## config.mk

```make
export PLATFORM = sky130hd
export DESIGN_NAME = router_reg
export DESIGN_NICKNAME = d
export VERILOG_FILES = /design/src/rtl/router_pkg.sv /design/src/rtl/router_parity_chk.sv /design/src/rtl/router_reg.sv
export SDC_FILE = /design/constraint.sdc
export NUM_CORES = 1
export LEC_CHECK = 0
export BUFFER_PORTS_ARGS = -buffer_cell sky130_fd_sc_hd__clkbuf_2
export CAP_MARGIN = 10
export CORE_MARGIN = 1
export CORE_UTILIZATION = 49
export DETAILED_ROUTE_END_ITERATION = 10
export GPL_TIMING_DRIVEN = 0
export MAX_ROUTING_LAYER = met4
export PLACE_DENSITY = 0.7
export SETUP_SLACK_MARGIN = 0.02
export SYNTH_ARGS = -nofsm -noshare
export SYNTH_HDL_FRONTEND = slang
export SYNTH_SLANG_ARGS = --single-unit
```

## constraint.sdc

```tcl
create_clock -name clock -period 1.6 [get_ports clock]
set_input_delay 0.16 -clock clock [delete_from_list [all_inputs] [get_ports clock]]
set_output_delay 0.16 -clock clock [all_outputs]
set_load 0.03 [all_outputs]
```

## src/rtl/router_pkg.sv

```systemverilog
// Shared constants and header field helpers for the 1x3 packet router datapath.
// Header byte layout: {len[5:0], addr[1:0]}; address 3 does not select any FIFO.
package router_pkg;

    localparam int DATA_W = 8;

    localparam int ADDR_LSB = 0;
    localparam int ADDR_MSB = 1;
    localparam int LEN_LSB  = 2;
    localparam int LEN_MSB  = 7;

    localparam logic [1:0] ADDR_INVALID = 2'b11;

    typedef logic [DATA_W-1:0] byte_t;

    function automatic logic [ADDR_MSB-ADDR_LSB:0] hdr_addr(input byte_t hdr);
        return hdr[ADDR_MSB:ADDR_LSB];
    endfunction

    function automatic logic [LEN_MSB-LEN_LSB:0] hdr_len(input byte_t hdr);
        return hdr[LEN_MSB:LEN_LSB];
    endfunction

endpackage

```

## src/rtl/router_parity_chk.sv

```systemverilog
// Running XOR parity over header+payload, captures the packet parity byte, flags mismatch.
// Latency: parity_done 1 cycle after the parity byte is accepted; err 1 cycle after parity_done.
// Backpressure: a parity byte held back by a full FIFO completes parity_done from the laf replay.
module router_parity_chk
    import router_pkg::*;
#(
    parameter int DATA_W = router_pkg::DATA_W
) (
    input  logic              clock,
    input  logic              resetn,
    input  logic              detect_add,
    input  logic              lfd_state,
    input  logic              ld_state,
    input  logic              laf_state,
    input  logic              full_state,
    input  logic              pkt_valid,
    input  logic              fifo_full,
    input  logic              low_pkt_valid,
    input  logic [DATA_W-1:0] hdr_byte,
    input  logic [DATA_W-1:0] data_in,
    output logic              parity_done,
    output logic              err
);

    logic [DATA_W-1:0] int_parity;
    logic [DATA_W-1:0] pkt_parity;

    // Only header and payload fold into the running parity; the parity byte itself is kept apart.
    always_ff @(posedge clock or negedge resetn) begin
        if (!resetn) begin
            int_parity <= '0;
        end else if (detect_add) begin
            int_parity <= '0;
        end else if (lfd_state) begin
            int_parity <= int_parity ^ hdr_byte;
        end else if (ld_state && pkt_valid && !full_state) begin
            int_parity <= int_parity ^ data_in;
        end
    end

    always_ff @(posedge clock or negedge resetn) begin
        if (!resetn) begin
            pkt_parity <= '0;
        end else if (ld_state && !pkt_valid) begin
            pkt_parity <= data_in;
        end
    end

    always_ff @(posedge clock or negedge resetn) begin
        if (!resetn) begin
            parity_done <= 1'b0;
        end else if (detect_add) begin
            parity_done <= 1'b0;
        end else if ((ld_state && !fifo_full && !pkt_valid) ||
                     (laf_state && low_pkt_valid && !parity_done)) begin
            parity_done <= 1'b1;
        end
    end

    // Compare is registered off parity_done so both parity registers have settled.
    always_ff @(posedge clock or negedge resetn) begin
        if (!resetn) begin
            err <= 1'b0;
        end else if (detect_add) begin
            err <= 1'b0;
        end else if (parity_done) begin
            err <= (int_parity != pkt_parity);
        end
    end

endmodule

```

## src/rtl/router_reg.sv

```systemverilog
// Router datapath register: latches header, forwards header/payload/parity bytes to FIFO input.
// Latency: each byte on dout 1 cycle after its lfd/ld edge; a held byte replays in laf.
// Backpressure: a byte arriving with fifo_full is parked in full_byte and dout holds.
module router_reg
    import router_pkg::*;
#(
    parameter int DATA_W = router_pkg::DATA_W
) (
    input  logic              clock,
    input  logic              resetn,
    input  logic              pkt_valid,
    input  logic              fifo_full,
    input  logic              rst_int_reg,
    input  logic              detect_add,
    input  logic              ld_state,
    input  logic              laf_state,
    input  logic              full_state,
    input  logic              lfd_state,
    input  logic [DATA_W-1:0] data_in,
    output logic              parity_done,
    output logic              low_pkt_valid,
    output logic              err,
    output logic [DATA_W-1:0] dout
);

    logic [DATA_W-1:0] hdr_byte;
    logic [DATA_W-1:0] full_byte;

    // An invalid destination leaves the previous header in place.
    always_ff @(posedge clock or negedge resetn) begin
        if (!resetn) begin
            hdr_byte <= '0;
        end else if (detect_add && pkt_valid && (hdr_addr(data_in) != ADDR_INVALID)) begin
            hdr_byte <= data_in;
        end
    end

    always_ff @(posedge clock or negedge resetn) begin
        if (!resetn) begin
            dout      <= '0;
            full_byte <= '0;
        end else if (lfd_state) begin
            dout <= hdr_byte;
        end else if (ld_state && !fifo_full) begin
            dout <= data_in;
        end else if (ld_state && fifo_full) begin
            full_byte <= data_in;
        end else if (laf_state) begin
            dout <= full_byte;
        end
    end

    always_ff @(posedge clock or negedge resetn) begin
        if (!resetn) begin
            low_pkt_valid <= 1'b0;
        end else if (rst_int_reg) begin
            low_pkt_valid <= 1'b0;
        end else if (ld_state && !pkt_valid) begin
            low_pkt_valid <= 1'b1;
        end
    end

    router_parity_chk #(
        .DATA_W (DATA_W)
    ) u_parity_chk (
        .clock         (clock),
        .resetn        (resetn),
        .detect_add    (detect_add),
        .lfd_state     (lfd_state),
        .ld_state      (ld_state),
        .laf_state     (laf_state),
        .full_state    (full_state),
        .pkt_valid     (pkt_valid),
        .fifo_full     (fifo_full),
        .low_pkt_valid (low_pkt_valid),
        .hdr_byte      (hdr_byte),
        .data_in       (data_in),
        .parity_done   (parity_done),
        .err           (err)
    );

endmodule

```

* Word level (Yosys, flattened, before mapping)
Index checks and enable logic that the tools add are counted.
** Cells by class
- Multiplexer cells :: 13
- Bitwise gates (word level) :: 4
- Eq/ne operators :: 3
- Reduce and logical (&&, ||, !) cells :: 22
** Operators with widths (number)
- 8-bit 2-to-1 mux :: 7
- 8-bit XOR :: 2
- 1-bit logical AND :: 10
- 8-bit inequality test :: 1
- 1-bit 2-to-1 mux :: 6
- 2-bit nonzero test :: 3
- 3-bit nonzero test :: 2
- 1-bit zero test :: 4
- 3-bit inequality test, second input constant :: 1
- 3-bit AND reduction :: 1
- 2-bit inequality test, second input constant :: 1
- 1-bit inverter :: 2
- 2-bit AND reduction :: 1
- 1-bit logical OR :: 1
** Word-level totals
- Bits in registers :: 43
- Logic and storage cells :: 50
- Bits of input ports :: 18

* Depth between registers and ports, before layout
- Depth after elaboration :: 6
- Depth in mapped cells :: 6

* Cells and area by module
From an unflattened synthesis, not the netlist that was laid out.
** Unflattened totals
- Cells, all modules :: 168
- Area total of the unflattened synthesis :: 2069.5 um2
** By module, submodules not included
- router_reg :: sequential area each 625.6 um2, area each 1138.6 um2, instances 1, cells each 89
- router_parity_chk :: sequential area each 450.4 um2, area each 930.9 um2, instances 1, cells each 79

* Least setup slack after synthesis
No wires, ideal clock.
- Kind :: input-to-reg
- From :: in lfd_state
- To :: reg u_parity_chk.int_parity[0]
- Stages on the path :: 5
- Setup slack :: 0.564 ns
- Buffers on the path :: 1
- Arrival :: 0.904 ns
- Cell sequence :: buf_6 -> nor2_1 -> a21oi_1 -> xnor2_1 -> nor2_1
** Between the ends
- Cells in the longest elaborated chain, start to end :: 2
** Ends and longest elaborated chain
- start: declaration :: line router_reg.sv:18 : input logic lfd_state,
- 8-bit 2-to-1 mux :: line router_parity_chk.sv:34 : end else if (lfd_state) begin
- 8-bit 2-to-1 mux :: line router_parity_chk.sv:32 : end else if (detect_add) begin
- end signal: assignment :: line router_parity_chk.sv:35 : int_parity <= int_parity ^ hdr_byte;
- end signal: assignment :: line router_parity_chk.sv:37 : int_parity <= int_parity ^ data_in;
- end: declaration :: line router_parity_chk.sv:25 : logic [DATA_W-1:0] int_parity;
Several ways; a longest one is shown, not always the timed one.
A chain may end at the register's enable or synchronous reset.

* Final worst setup path
- From :: reg u_parity_chk.int_parity[1]
- To :: reg u_parity_chk.err
** Between the ends
- Cells in the longest elaborated chain, start to end :: 3
** Ends and longest elaborated chain
- 8-bit inequality test :: line router_parity_chk.sv:67 : err <= (int_parity != pkt_parity);
- 1-bit 2-to-1 mux :: line router_parity_chk.sv:66 : end else if (parity_done) begin
- 1-bit 2-to-1 mux :: line router_parity_chk.sv:64 : end else if (detect_add) begin
- end signal: assignment :: line router_parity_chk.sv:67
- end: declaration :: line router_parity_chk.sv:22 : output logic err
No other way between the ends. The select of a mux whose other input is x is not followed.

==> flow_metrics.py <==
metrics = {
    "status": {
        "run_status": "finished, final reports clean",
    },
    "synthesis": {
        "synthFlopType": "dfrtp_1",
        "syn_avg_cell_area_um2": 12.2,
        "synth_seq_cells": 43,
        "synthCells": 167,
        "yosys_warnings": 0,
        "synth-async-reset-ratio": 1.00,
        "synthesis.nets": 185,
        "synth-edff-count": 0,
        "ys_seq_area_frac": 0.529,
        "syn-cell-area_mm2": 0.00204,
        "synth.distinct_cells": 26,
    },
    "power_and_ir_drop": {
        "switchingPower_uw": 781,
        "leakage_uw": 0.00103,
        "ir_worst_vdd_mv": 0.645,
        "pwr-share-clk": 0.239,
        "powerDensity_mw_per_mm2": 1140,
        "switching_share": 0.297,
        "internal_power_uw": 1850,
        "combPwrFrac": 0.231,
        "pwr-share-seq": 0.530,
    },
    "floorplanning": {
        "start_util": 0.509,
        "die_h_um": 66.5,
        "dieArea_mm2": 0.00442,
        "core_area_mm2": 0.00400,
        "die_w_um": 66.5,
        "num_rows": 23,
        "ios": 29,
    },
    "final_layout": {
        "drive_gt1_frac": 0.322,
        "n_antenna_cell": 0,
        "fill_cells": 340,
        "area_growth_pct": 13.0,
        "fin_nets": 218,
    },
    "global_route": {
        "grtUsageTotal": 0.227,
        "grt_pass1_wl_um": 7050,
        "overflow": 0,
        "grt_max_degree": 44,
        "grt_pass1_vias": 1419,
        "antenna_found_initial": 0,
    },
    "clocking": {
        "clockBufferDepth": 2,
        "clock_sinks": 43,
        "cts_setup_buffers": 0,
        "clk_pin_slew_ps": 70,
        "cts_tree": "built",
        "numCtsBuffers": 5,
        "ctsHoldBuffers": 0,
        "h-tree-depth": 2,
        "cts_resized": 0,
        "clk-insertion-delay-late_ps": 290,
        "clock-root-buffer": "clkbuf_8",
    },
    "route": {
        "detail_route.wl_per_cell_um": 16.6,
        "drc": 0,
        "ant_nets": 0,
        "num_vias": 1402,
        "totalWireLength_um": 4140,
        "initialDrtViolationCount": 39,
        "first_pass_iters": 4,
        "via_per_inst": 5.63,
    },
    "worst_setup_path": {
        "crit_fanout": 2,
        "crit_required_ps": 1760,
        "slowest_delay_ps": 410,
        "start_kind": "flip-flop",
        "path_class": "reg -> reg",
        "cp.arrival_ps": 1320,
        "slowest_stage": "dfrtp_1",
        "cp-end-kind": "flip-flop",
        "crit_chain": "xnor2_1 > nand4_1 > nor4_1 > a311oi_1",
    },
    "timing": {
        "hold_viol": 0,
        "period_needed_ps": 1160,
        "whs_ps": 18.6,
        "fin_setup_tns_ps": 0,
        "clock.fmax_mhz": 862,
        "worst_pin_slew_ps": 1060,
        "relSlewSlack": 0.296,
        "period_share": 0.725,
        "setup_ws_ps": 440,
        "rsz0062_at_grt": "no",
        "setup_viol": 0,
        "fin_worst_skew_ps": 6.01,
        "maxSlewViolCount": 0,
    },
    "job": {
        "maxCapViolCount": 0,
    },
    "place": {
        "io_buffers": 26,
        "place.gp.congestion": 0.792,
        "hpwl_um": 2970,
        "dp_worst_setup_slack_ps": 324,
    },
    "min_path": {
        "hold_path.class": "in -> reg",
    },
}
[state kept, by name, summed over array words and instances, names as in the netlist]
name and count:
u_parity_chk.pkt_parity 8, dout 8, low_pkt_valid 1, u_parity_chk.err 1
hdr_byte 8, u_parity_chk.parity_done 1, full_byte 8, u_parity_chk.int_parity 8
[synth_stat cells, drive strengths merged, types with 2 or more instances]
| library cell | count | area (um^2) |
|---|---|---|
| buf | 5 | 41.3 |
| clkbuf | 2 | 8.75 |
| mux2 | 22 | 248 |
| nand2 | 4 | 15.0 |
| nand3b | 13 | 105 |
| dfrtp | 43 | 1080 |
| nor2 | 19 | 71.3 |
| a221o | 8 | 80.1 |
| xor2 | 3 | 26.3 |
| a21oi | 16 | 80.1 |
| xnor2 | 13 | 114 |
| and2b | 2 | 20.0 |
| mux2i | 8 | 80.1 |
[cell type report]
cell class                      count  area, um^2  share of cell area
Inverter                            1        3.75             0.00163
Multi-Input combinational cell    116         906               0.394
Tap cell                           50        62.6              0.0272
Clock buffer                        6        72.6              0.0315
Buffer                              7        50.0              0.0218
Sequential cell                    43        1080               0.468
Timing Repair Buffer               26         130              0.0566
[power by group through the flow]
stage / clock (uW) / combinational (uW) / sequential [uW]
6_report: 628 / 606 / 1390
5_1_grt: 692 / 665 / 1410
4_1_cts: 643 / 613 / 1390
3_5_place_dp: 0 / 608 / 1410
3_3_place_gp: 0 / 594 / 1400
2_1_floorplan: 0 / 362 / 1470
[final timing paths]
path                                             from                    endpoint  slack [ps]  cells after the start
max reg2reg                u_parity_chk.int_parity[1]            u_parity_chk.err         440                      4
min                                       rst_int_reg               low_pkt_valid          20                      2
min in group asynchronous                      resetn  u_parity_chk.int_parity[3]          50                      1
max in group asynchronous                      resetn                     dout[2]         910                      1
max                        u_parity_chk.int_parity[1]            u_parity_chk.err         440                      4
min reg2reg                              full_byte[6]                full_byte[6]         510                      1
[layer usage]
metal / global-route usage / share of wire / vias up
met5: - / 0 / -
met1: 0.298 / 0.47 / 706
met4: 0.0718 / 0.0089 / 0
li1: - / - / 660
met3: 0.0616 / 0.045 / 4
met2: 0.344 / 0.48 / 32
[cells by family (layout without fill, tap and decap cells)]
| kind of cell | after synthesis | in the layout | synth area share |
|---|---|---|---|
| buffers and inverters | 8 | 40 | 0.0264 |
| xor gates and xnor gates | 16 | 16 | 0.0688 |
| DFF | 43 | 43 | 0.529 |
| and+or+nand+nor | 42 | 42 | 0.121 |
| AOI/OAI and AO/OA | 28 | 28 | 0.0940 |
| muxes | 30 | 30 | 0.161 |
[critical path: cells and delay by family, from the launching register on]
family | cells | cell delay, ps
and+or+nand+nor | 2 | 310
AOI/OAI and AO/OA | 1 | 120
DFF | 1 | 410
xor gates and xnor gates | 1 | 200
[through the flow]
stage,instance area (um^2),util,total power [uW],instances
finish,2300,0.575,2630,249
detailed placement,2230,0.557,2020,243
global route,2300,0.575,2770,249
global placement,2230,0.557,1990,243
CTS,2300,0.575,2650,249
floorplan,2040,-,1830,167
[placed cells by master, fill, tap and decap left out, types with 5 or more instances in the layout]
cell type	Yosys	final
dfrtp_1	43	43
clkbuf_2	1	27
mux2_2	22	22
nor2_1	19	19
a21oi_1	16	16
xnor2_1	13	13
nand3b_1	11	11
mux2i_1	8	8
a221o_1	8	8
clkbuf_8	0	5
Note: power is estimated with default switching activity, not from simulation.
